## src/rtl/div_32.sv

```systemverilog
// Sequential signed 32-bit divider: one quotient bit per clock, fixed 35-edge start-to-ready latency.
// Define DIV_REMAINDER_EN to add the data_remainder output port and its output register.
//
// state | meaning
// IDLE  | waiting for ctrl_DIV
// BUSY  | 32 restoring iterations on operand magnitudes
// FIX   | apply signs, publish quotient/remainder/exception
// DONE  | raise the one-cycle data_resultRDY pulse
module div_32 (
   input  logic        clock,
   input  logic        reset,
   input  logic        ctrl_DIV,
   input  logic [31:0] data_operandA,
   input  logic [31:0] data_operandB,
   output logic [31:0] data_result,
   output logic        data_exception,
   output logic        data_resultRDY
`ifdef DIV_REMAINDER_EN
   ,
   output logic [31:0] data_remainder
`endif
);

   typedef enum logic [1:0] {IDLE, BUSY, FIX, DONE} state_t;

   state_t      state;
   logic [4:0]  count;
   logic [31:0] quo_reg;
   logic [31:0] rem_reg;
   logic [31:0] div_mag;
   logic        sign_a;
   logic        sign_b;
   logic        div_zero;

   logic [32:0] shifted;
   logic [32:0] diff;
   logic        fits;
   logic [31:0] mag_a;
   logic [31:0] mag_b;

   // The partial remainder always stays below the divisor, so a non-negative difference never sets bit 32.
   always_comb begin
      shifted = {rem_reg, quo_reg[31]};
      diff    = shifted - {1'b0, div_mag};
      fits    = ~diff[32];
      mag_a   = data_operandA[31] ? (~data_operandA + 32'd1) : data_operandA;
      mag_b   = data_operandB[31] ? (~data_operandB + 32'd1) : data_operandB;
   end

   always_ff @(posedge clock) begin
      if (reset) begin
         state          <= IDLE;
         count          <= 5'd0;
         quo_reg        <= 32'd0;
         rem_reg        <= 32'd0;
         div_mag        <= 32'd0;
         sign_a         <= 1'b0;
         sign_b         <= 1'b0;
         div_zero       <= 1'b0;
         data_result    <= 32'd0;
         data_exception <= 1'b0;
         data_resultRDY <= 1'b0;
`ifdef DIV_REMAINDER_EN
         data_remainder <= 32'd0;
`endif
      end else begin
         data_resultRDY <= 1'b0;
         if (ctrl_DIV) begin
            // A completed operation still reports even if a new one starts on its DONE edge.
            if (state == DONE)
               data_resultRDY <= 1'b1;
            state    <= BUSY;
            count    <= 5'd0;
            quo_reg  <= mag_a;
            rem_reg  <= 32'd0;
            div_mag  <= mag_b;
            sign_a   <= data_operandA[31];
            sign_b   <= data_operandB[31];
            div_zero <= (data_operandB == 32'd0);
         end else begin
            case (state)
               BUSY: begin
                  rem_reg <= fits ? diff[31:0] : shifted[31:0];
                  quo_reg <= {quo_reg[30:0], fits};
                  count   <= count + 5'd1;
                  if (count == 5'd31)
                     state <= FIX;
               end
               FIX: begin
                  if (div_zero)
                     data_result <= 32'd0;
                  else if (sign_a ^ sign_b)
                     data_result <= ~quo_reg + 32'd1;
                  else
                     data_result <= quo_reg;
                  data_exception <= div_zero;
`ifdef DIV_REMAINDER_EN
                  // With a zero divisor rem_reg ends as |dividend|, so this also returns the dividend.
                  data_remainder <= sign_a ? (~rem_reg + 32'd1) : rem_reg;
`endif
                  state <= DONE;
               end
               DONE: begin
                  data_resultRDY <= 1'b1;
                  state          <= IDLE;
               end
               default: state <= IDLE;
            endcase
         end
      end
   end

endmodule

```

## config.mk

```make
export PLATFORM = sky130hd
export DESIGN_NAME = div_32
export DESIGN_NICKNAME = d
export VERILOG_FILES = /design/src/rtl/div_32.sv
export SDC_FILE = /design/constraint.sdc
export NUM_CORES = 1
export LEC_CHECK = 0
export ABC_CLOCK_PERIOD_IN_PS = 7500
export BUFFER_PORTS_ARGS = -buffer_cell sky130_fd_sc_hd__buf_4
export CAP_MARGIN = 10
export CORE_MARGIN = 5
export CORE_UTILIZATION = 25
export CTS_CLUSTER_DIAMETER = 50
export CTS_CLUSTER_SIZE = 20
export DETAILED_ROUTE_END_ITERATION = 8
export PLACE_DENSITY = 0.52
export SLEW_MARGIN = 20
export SYNTH_ARGS = -nofsm -noshare
export SYNTH_HDL_FRONTEND = slang
export SYNTH_SLANG_ARGS = --single-unit
```

## constraint.sdc

```tcl
create_clock -name clock -period 7.5 [get_ports clock]
set_input_delay 1.5 -clock clock [delete_from_list [all_inputs] [get_ports clock]]
set_output_delay 1.5 -clock clock [all_outputs]
set_load 0.05 [all_outputs]
```

==> flow_metrics.py, run 1 <==
metrics = {
    "worst_setup_path": {
        "path_cells": "inv_1 -> ha_1 -> fa_1 -> nor2b_1 -> o31ai_1 -> a21oi_1 -> nand4_1 -> a21oi_1 -> o21ai_0 -> o31ai_2 -> xor2_4 -> o311ai_0 -> a31oi_1",
        "cpPeakStageDelay_ps": 780,
        "crit_required_ps": 7850,
        "worstReg2RegEnd": "rem_reg[26]",
        "r2r_setup_slack_ps": 3100,
        "start_kind": "register",
        "path_common_cell": "a21oi_1",
        "critPathKind": "reg -> reg",
        "cpMaxStageDelayCell": "o31ai_2",
        "end_kind": "register",
        "ff2ff_path_depth": 13,
        "worstPathArrival_ps": 4750,
        "worstReg2RegStart": "quo_reg[31]",
        "path_max_fanout": 30,
    },
    "global_routing": {
        "grt_start_max_net_pins": 93,
        "grt_pass1_wl_um": 41500,
        "grt_pass1_vias": 7971,
        "grt.overflow.total": 0,
        "grt_usage_pct": 12.3,
        "antenna_found_initial": 0,
    },
    "final_layout": {
        "drive_above_1_share_pct": 13.0,
        "fin_area_um2": 10900,
        "syn_to_final_growth_pct": 19.8,
        "antenna_cells": 0,
        "layout.nets": 1297,
        "final_common_cell": "dfxtp_1",
        "mostFrequentLayoutCells": "dfxtp_1, buf_4, nor2_1",
    },
    "logic_synthesis": {
        "yosysTopAreaCell": "dfxtp_1",
        "syn_nets": 1248,
        "synth_top_area_share_pct": 30.9,
        "synthFlopType": "dfxtp_1",
        "synthDistinctLibCells": 55,
        "synth-edff-count": 0,
        "synthTopCellsByArea": "dfxtp_1, a211oi_1, xor2_1, ha_1, xnor2_1",
        "synthCells": 1139,
        "synth.cell_area_um2": 9070,
        "ys_seq_area_share_pct": 30.9,
        "syn_avg_cell_area_um2": 7.96,
        "synth_seq_cells": 140,
        "ys_async_sr_fraction_pct": 0,
        "synth_warnings": 0,
    },
    "pwr": {
        "power.leakage_nw": 4.27,
        "switchingPower_w": 0.000690,
        "vdd_ir_drop_max_mv": 0.148,
        "p_clk_share_pct": 40.9,
        "switching_share_pct": 30.0,
        "seqPwrFrac_pct": 35.7,
        "total_power_w": 0.00230,
        "power.internal_w": 0.00161,
        "p_per_area_nw_per_um2": 212,
        "p_comb_share_pct": 23.4,
    },
    "outcome": {
        "outcome": "complete, no violations",
    },
    "floorplan": {
        "coreArea_um2": 35700,
        "die_w_um": 200,
        "initial_core_util_pct": 25.4,
        "dieArea_um2": 40200,
        "die_h_um": 200,
        "pin_count": 101,
        "placementRows": 69,
    },
    "clock_tree": {
        "ctsResizeCount": 0,
        "clkTransAtPathRegs_ps": 60,
        "numCtsBuffers": 17,
        "cts_sinks": 140,
        "insertion_delay_ps": 430,
        "cts.htree.levels": 4,
        "hold_buffers": 0,
        "cts_tree": "yes",
        "cts_root_buf": "clkbuf_16",
        "clockBufferDepth": 2,
        "post_cts_buffers": 0,
    },
    "drt": {
        "drt-pass1-iter-count": 4,
        "wire_per_inst_um": 15.0,
        "drc": 0,
        "via_count": 8144,
        "post_drt_via_cell_ratio": 4.90,
        "wirelength_um": 25000,
        "ant_nets": 0,
        "drt_iter0_drc": 445,
    },
    "timing": {
        "skew_ps": 11.3,
        "tightest_slew_ps": 954,
        "whs_ps": 484,
        "hold_viol_final": 0,
        "setup_tns_ps": 0,
        "rsz0062_at_grt": "false",
        "fin_ws_ps": 3100,
        "period_needed_ps": 4400,
        "setup_violations": 0,
        "clock.fmax_ghz": 0.227,
        "maxSlewViolCount": 0,
        "finalCritPeriodShare_pct": 58.6,
        "maxSlewHeadroom_pct": 36.4,
    },
    "min_path": {
        "min_path_cells": 2,
        "hp-class": "reg -> reg",
        "hp-start": "div_mag[13]",
        "hold_end": "div_mag[13]",
    },
    "place": {
        "dpl.hpwl_um": 17900,
        "io_buffer_count": 100,
        "post-place-ws_ps": 3110,
        "dpl_cell_area_um2": 10200,
        "gp_congestion": 0.818,
    },
    "job": {
        "drv_cap": 0,
    },
}
-- cells by family (layout without fill, tap and decap cells) --
| logic type | count (synthesis) | in the layout | share of synthesized area, % |
|---|---|---|---|
| AOI/OAI and AO/OA | 360 | 360 | 26.9 |
| xor gates and xnor gates | 119 | 119 | 11.5 |
| adders and majority gates | 42 | 42 | 5.88 |
| buffers and inverters | 128 | 190 | 5.38 |
| DFF | 140 | 140 | 30.9 |
| muxes | 16 | 16 | 1.79 |
| and+or+nand+nor | 334 | 334 | 17.7 |
-- cells in the mapped netlist, types with 2 or more instances --
master / count
nor3_1: 17
or4_1: 15
buf_1: 8
xnor2_1: 49
nor2_1: 108
a21oi_1: 42
a41oi_1: 3
nand2_1: 92
or4_4: 2
a211o_1: 4
clkbuf_1: 65
o211ai_1: 2
nand4_1: 6
nor2b_1: 35
mux2_2: 2
o21a_1: 5
mux2i_1: 14
buf_2: 3
and3_1: 2
o41ai_1: 14
o31ai_1: 26
nand3b_1: 4
nand3_1: 14
or2_2: 4
o311ai_0: 2
a31oi_1: 38
dfxtp_1: 140
or3_4: 2
nor3b_1: 2
a22oi_1: 28
inv_1: 51
o211a_1: 2
xor2_1: 70
or3_1: 14
a21o_1: 17
o21ai_0: 68
ha_1: 41
nand2b_1: 9
a211oi_1: 95
o21bai_1: 3
nor4_1: 5
o2111ai_1: 3
-- per-stage QoR --
stage               std cells  utilization, %
finish                   1662            30.5
global route             1662            30.5
CTS                      1662            30.5
detailed placement       1630            28.6
global placement         1630            28.6
floorplan                1139               -
-- critical path, delay by kind of cell (launching register included) --
| family | cells | cell delay, ps |
|---|---|---|
| buf+inv | 1 | 80 |
| simple gates | 2 | 370 |
| flops | 1 | 350 |
| compound gates | 7 | 2130 |
| fa+ha+maj | 2 | 620 |
| xor+xnor | 1 | 750 |
-- routing by layer --
metal	wire length (um)	vias to the layer above	global-route usage, %	share of wire [%]
met5	0	-	0	0
met2	11200	121	19.6	45
met4	679	0	4.52	2.7
met1	12400	3763	16.7	50
met3	754	41	2.37	3.0
li1	-	4219	-	-
-- cell type report --
class	instances	area [um^2]
repair buffers	107	803
well taps	461	577
clock buffers	21	460
flip-flops and latches	140	2800
clock inverters	11	190
fillers	3790	24800
multi-input cells	871	5840
inverters	51	191
-- power by group through the flow --
stage | logic [W] | registers [W] | clock network [W]
2_1_floorplan | 0.000388 | 0.000837 | 0
3_3_place_gp | 0.000538 | 0.000837 | 0
3_5_place_dp | 0.000541 | 0.000837 | 0
4_1_cts | 0.000544 | 0.000821 | 0.000964
5_1_grt | 0.000609 | 0.000828 | 0.000998
6_report | 0.000539 | 0.000822 | 0.000940
-- worst max path at each step --
| stage | slack (ps) | from | endpoint | cells past startpoint |
|---|---|---|---|---|
| final | 3100 | quo_reg[31] | rem_reg[26] | 13 |
| after global routing | 2660 | quo_reg[31] | rem_reg[26] | 13 |
| after CTS | 3070 | quo_reg[31] | rem_reg[26] | 13 |
| after detailed placement | 3110 | quo_reg[31] | rem_reg[26] | 13 |
| after global placement | 3170 | data_operandB[0] | div_mag[30] | 11 |
| after floorplan | 3430 | data_operandA[16] | quo_reg[28] | 8 |
Power figures use the tool's default switching activity.
==> run 2: changes to the inputs <==
--- a/config.mk
+++ b/config.mk
@@ -5,7 +5,7 @@
 export SDC_FILE = /design/constraint.sdc
 export NUM_CORES = 1
 export LEC_CHECK = 0
-export ABC_CLOCK_PERIOD_IN_PS = 7500
+export ABC_CLOCK_PERIOD_IN_PS = 4500
 export BUFFER_PORTS_ARGS = -buffer_cell sky130_fd_sc_hd__buf_4
 export CAP_MARGIN = 10
 export CORE_MARGIN = 5
==> constraint.sdc (replaced) <==
create_clock -name clock -period 4.5 [get_ports clock]
set_input_delay 0.9 -clock clock [delete_from_list [all_inputs] [get_ports clock]]
set_output_delay 0.9 -clock clock [all_outputs]
set_load 0.05 [all_outputs]
==> flow_metrics.py, run 2 (same netlist as run 1, synthesis figures left out) <==
metrics = {
    "clock_tree": {
        "cts_root_buf": "clkbuf_16",
        "clkTransAtPathRegs_ps": 60,
        "ctsResizeCount": 0,
        "post_cts_buffers": 0,
        "cts.htree.levels": 4,
        "cts_sinks": 140,
        "clockBufferDepth": 2,
        "numCtsBuffers": 17,
        "insertion_delay_ps": 430,
        "cts_tree": "yes",
        "hold_buffers": 0,
    },
    "outcome": {
        "outcome": "complete, no violations",
    },
    "worst_setup_path": {
        "worstPathArrival_ps": 4020,
        "start_kind": "register",
        "path_max_fanout": 16,
        "cpMaxStageDelayCell": "fa_1",
        "critPathKind": "reg -> reg",
        "path_cells": "inv_1 -> ha_1 -> fa_1 -> nor2b_1 -> o31ai_1 -> a21oi_1 -> nand4_1 -> a21oi_1 -> o21ai_0 -> o31ai_2 -> buf_4 -> xnor2_2 -> buf_4 -> nand3_1 -> a31oi_1",
        "crit_required_ps": 4860,
        "end_kind": "register",
        "cpPeakStageDelay_ps": 410,
    },
    "final_layout": {
        "fill_cells": 3805,
        "antenna_cells": 0,
        "utilization_pct": 30.5,
        "syn_to_final_growth_pct": 19.8,
        "drive_above_1_share_pct": 13.3,
        "final_common_cell": "dfxtp_1",
        "seqCellArea_um2": 2800,
        "mostFrequentLayoutCells": "dfxtp_1, buf_4, nor2_1",
        "layout.nets": 1302,
        "multi_input_area_um2": 5820,
    },
    "place": {
        "dpl.hpwl_um": 18300,
        "io_buffer_count": 100,
        "gp_congestion": 0.805,
    },
    "global_routing": {
        "grt_usage_pct": 12.3,
        "grt_start_max_net_pins": 116,
        "grt.overflow.total": 0,
        "grt_pass1_wl_um": 41400,
        "antenna_found_initial": 0,
        "grt_pass1_vias": 7968,
    },
    "drt": {
        "drt-pass1-iter-count": 6,
        "drc": 0,
        "wire_per_inst_um": 15.2,
        "post_drt_via_cell_ratio": 4.90,
        "via_count": 8166,
        "drt_iter0_drc": 420,
        "ant_nets": 0,
        "wirelength_um": 25300,
    },
    "timing": {
        "finalCritPeriodShare_pct": 81.2,
        "rsz0062_at_grt": "false",
        "setup_violations": 0,
        "skew_ps": 10.1,
        "hold_viol_final": 0,
        "period_needed_ps": 3660,
        "maxSlewViolCount": 0,
        "maxSlewHeadroom_pct": 48.4,
        "tightest_slew_ps": 769,
        "clock.fmax_ghz": 0.274,
        "setup_tns_ps": 0,
    },
    "floorplan": {
        "coreArea_um2": 35700,
        "pin_count": 101,
        "die_h_um": 200,
        "die_w_um": 200,
        "dieArea_um2": 40200,
        "placementRows": 69,
        "initial_core_util_pct": 25.4,
    },
    "pwr": {
        "p_per_area_nw_per_um2": 348,
        "power.leakage_nw": 4.27,
        "vdd_ir_drop_max_mv": 0.236,
    },
    "job": {
        "drv_cap": 0,
    },
    "min_path": {
        "hp-class": "reg -> reg",
    },
}
-- run 2: cell types whose count changed in the layout (fill, tap and decap cells not counted), sizes merged --
cell      before  now
buf          107  112
bufinv         5    4
inv           51   52
clkinv         5    3
clkinvlp       1    3
-- run 2: routing by layer --
layer	vias to the layer above	routed length [um]	track usage, %
li1	4241	-	-
met1	3790	12700	16.8
met2	109	11400	19.7
met3	26	820	2.47
met4	0	436	3.86
met5	-	0	0
-- run 2: worst paths after layout --
kind	from	end	slack, ps	cells past startpoint
setup / recovery	quo_reg[31]	rem_reg[0]	840	15
hold / removal	div_mag[7]	div_mag[7]	480	2
setup reg to reg	quo_reg[31]	rem_reg[0]	840	15
hold reg to reg	div_mag[7]	div_mag[7]	480	2
-- run 2: layout make-up --
class	instances	share of cell area (%)
clock buffer	21	4.15
clock inverter	11	1.53
tap	461	5.31
inverter	51	1.76
multi-input combinational	871	53.5
sequential	140	25.8
timing repair buffer	112	7.92
-- run 2: metrics by stage --
stage / setup slack [ps] / instance area (um^2) / total power, W / hold slack [ps] / cells
3_3_place_gp: 782 / 10200 / 0.00230 / 470 / 1634
4_1_cts: 800 / 10800 / 0.00382 / 487 / 1666
6_report: 844 / 10900 / 0.00378 / 485 / 1667
3_5_place_dp: 728 / 10200 / 0.00230 / 479 / 1634
5_1_grt: 505 / 10900 / 0.00398 / 513 / 1667
2_1_floorplan: 1030 / 9070 / 0.00204 / 441 / 1139
-- run 2: worst max-delay path, delay by kind of cell (launching register included) --
family / cells / cell delay (ps)
compound gates: 6 / 1270
buf+inv: 3 / 630
fa+ha+maj: 2 / 630
simple gates: 3 / 440
flops: 1 / 340
xor+xnor: 1 / 290
-- run 2: power breakdown --
group	total (W)	internal (W)	switching, W
registers	0.00137	0.00131	0.0000629
clock network	0.00150	0.000940	0.000556
logic	0.000913	0.000375	0.000538
==> run 3: changes to the inputs <==
--- a/config.mk
+++ b/config.mk
@@ -5,7 +5,7 @@
 export SDC_FILE = /design/constraint.sdc
 export NUM_CORES = 1
 export LEC_CHECK = 0
-export ABC_CLOCK_PERIOD_IN_PS = 4500
+export ABC_CLOCK_PERIOD_IN_PS = 3000
 export BUFFER_PORTS_ARGS = -buffer_cell sky130_fd_sc_hd__buf_4
 export CAP_MARGIN = 10
 export CORE_MARGIN = 5
@@ -13,7 +13,7 @@
 export CTS_CLUSTER_DIAMETER = 50
 export CTS_CLUSTER_SIZE = 20
 export DETAILED_ROUTE_END_ITERATION = 8
-export PLACE_DENSITY = 0.52
+export PLACE_DENSITY = 0.53
 export SLEW_MARGIN = 20
 export SYNTH_ARGS = -nofsm -noshare
 export SYNTH_HDL_FRONTEND = slang
==> constraint.sdc (replaced) <==
create_clock -name clock -period 3 [get_ports clock]
set_input_delay 0.6 -clock clock [delete_from_list [all_inputs] [get_ports clock]]
set_output_delay 0.6 -clock clock [all_outputs]
set_load 0.05 [all_outputs]
==> flow_metrics.py, run 3 (same netlist as run 1, synthesis figures left out) <==
metrics = {
    "clock_tree": {
        "cts_sinks": 140,
        "numCtsBuffers": 17,
        "clockBufferDepth": 2,
        "insertion_delay_ps": 430,
        "cts.htree.levels": 4,
        "cts_tree": "yes",
        "clkTransAtPathRegs_ps": 60,
        "cts_root_buf": "clkbuf_16",
    },
    "worst_setup_path": {
        "crit_required_ps": 3350,
        "r2r_setup_slack_ps": -40,
        "ff2ff_path_depth": 15,
        "worstReg2RegEnd": "rem_reg[1]",
        "path_cells": "inv_2 -> ha_4 -> fa_2 -> nor2b_4 -> o31ai_4 -> a21oi_2 -> nand4_1 -> a21oi_2 -> o21ai_2 -> o31ai_4 -> buf_6 -> xnor2_4 -> buf_6 -> nand3_1 -> a31oi_1",
        "end_kind": "register",
        "critical_path.endpoint": "rem_reg[1]",
        "start_kind": "register",
        "worstReg2RegStart": "quo_reg[31]",
        "critPathKind": "reg -> reg",
        "cpPeakStageDelay_ps": 410,
        "cpMaxStageDelayCell": "fa_2",
        "worstPathArrival_ps": 3390,
        "path_max_fanout": 7,
        "critPathLaunch": "quo_reg[31]",
    },
    "drt": {
        "post_drt_via_cell_ratio": 4.85,
        "drc": 0,
        "drt_iter0_drc": 409,
        "wirelength_um": 26700,
        "ant_nets": 0,
        "wire_per_inst_um": 15.0,
        "via_count": 8658,
        "drt-pass1-iter-count": 5,
    },
    "final_layout": {
        "syn_to_final_growth_pct": 32.4,
        "drive_above_1_share_pct": 25.0,
        "layout.nets": 1419,
        "fin_area_um2": 12000,
        "mostFrequentLayoutCells": "buf_4, dfxtp_1, nor2_1",
        "antenna_cells": 0,
        "final_common_cell": "buf_4",
    },
    "pwr": {
        "p_per_area_nw_per_um2": 483,
        "power.leakage_nw": 4.87,
        "vdd_ir_drop_max_mv": 0.382,
    },
    "place": {
        "dpl.hpwl_um": 19600,
        "gp_congestion": 0.841,
        "dpl_cell_area_um2": 11100,
        "io_buffer_count": 100,
        "post-place-ws_ps": -404,
    },
    "outcome": {
        "violations": "negative setup slack",
        "outcome": "finished with violations",
    },
    "global_routing": {
        "grt_start_max_net_pins": 48,
        "grt.overflow.total": 0,
        "antenna_found_initial": 0,
        "grt_pass1_vias": 8404,
        "grt_pass1_wl_um": 43200,
        "grt_usage_pct": 12.8,
    },
    "floorplan": {
        "pin_count": 101,
        "placementRows": 69,
        "die_w_um": 200,
        "dieArea_um2": 40200,
        "die_h_um": 200,
        "coreArea_um2": 35700,
        "initial_core_util_pct": 25.4,
    },
    "timing": {
        "rsz0062_at_grt": "true",
        "setup_violations": 14,
        "finalCritPeriodShare_pct": 101,
        "fin_ws_ps": -41.7,
        "skew_ps": 6.77,
        "clock.fmax_ghz": 0.329,
        "hold_viol_final": 0,
        "period_needed_ps": 3040,
        "tightest_slew_ps": 797,
        "maxSlewHeadroom_pct": 46.5,
        "maxSlewViolCount": 0,
    },
    "min_path": {
        "hp-start": "data_operandB[30]",
        "hp-class": "in -> reg",
    },
    "job": {
        "drv_cap": 0,
    },
}
run 3: cell types whose count changed in the layout (fill, tap and decap cells not counted), sizes merged:
| cell | before | now |
|---|---|---|
| buf | 112 | 229 |
| bufinv | 4 | 1 |
| clkinv | 3 | 6 |
| clkbuf | 21 | 20 |
| inv | 52 | 53 |
run 3: how the worst min path moves through the flow:
stage / slack, ps / cells after the start / end
after floorplan: 440 / 2 / div_mag[31]
after global placement: 470 / 2 / div_mag[19]
after detailed placement: 480 / 2 / div_mag[9]
after CTS: 460 / 4 / div_zero
after global routing: 490 / 4 / div_zero
final: 480 / 4 / div_zero
run 3: per-stage QoR:
stage / total power (W) / utilization, % / TNS (ps) / hold slack, ps / cells
after floorplan: 0.00308 / - / -378 / 441 / 1139
after global placement: 0.00361 / 31.0 / -6420 / 475 / 1740
after detailed placement: 0.00362 / 31.0 / -6940 / 479 / 1740
after CTS: 0.00575 / 32.9 / -40.0 / 460 / 1778
after global routing: 0.00612 / 33.7 / -4500 / 487 / 1784
final: 0.00580 / 33.7 / -229 / 481 / 1784
run 3: area by class of cell:
type	count	area [um^2]
multi-input cells	871	6070
fillers	3762	23600
well taps	461	577
repair buffers	229	1810
clock inverters	12	115
clock buffers	20	447
flip-flops and latches	140	2810
inverters	51	191
run 3: per-layer routing:
metal  vias up  part of all wire [%]  track usage (%)
met1      4064                    50             17.6
met2       106                    45             20.7
met4         0                   1.4             3.61
met3        23                   3.3             2.50
li1       4465                     -                -
met5         -                     0                0
run 3: repair_timing:
action | 4_1_cts | 5_1_grt
hold buffers | 0 | 0
gates cloned | 1 | 2
buffers inserted | 5 | 5
resized for setup | 14 | 61
pin swaps | 18 | 39
endpoints found under the setup margin | 34 | 38
run 3: where the power goes:
| part | switching, W | internal [W] |
|---|---|---|
| combinational | 0.000926 | 0.000781 |
| sequential | 0.0000914 | 0.00196 |
| clock | 0.000877 | 0.00117 |
| total | 0.00189 | 0.00391 |
run 3: critical path: cells and delay by family (launching register included):
| family | cells | cell delay (ps) |
|---|---|---|
| compound gates | 6 | 1070 |
| xor+xnor | 1 | 190 |
| fa+ha+maj | 2 | 570 |
| buf+inv | 3 | 420 |
| flops | 1 | 330 |
| simple gates | 3 | 380 |
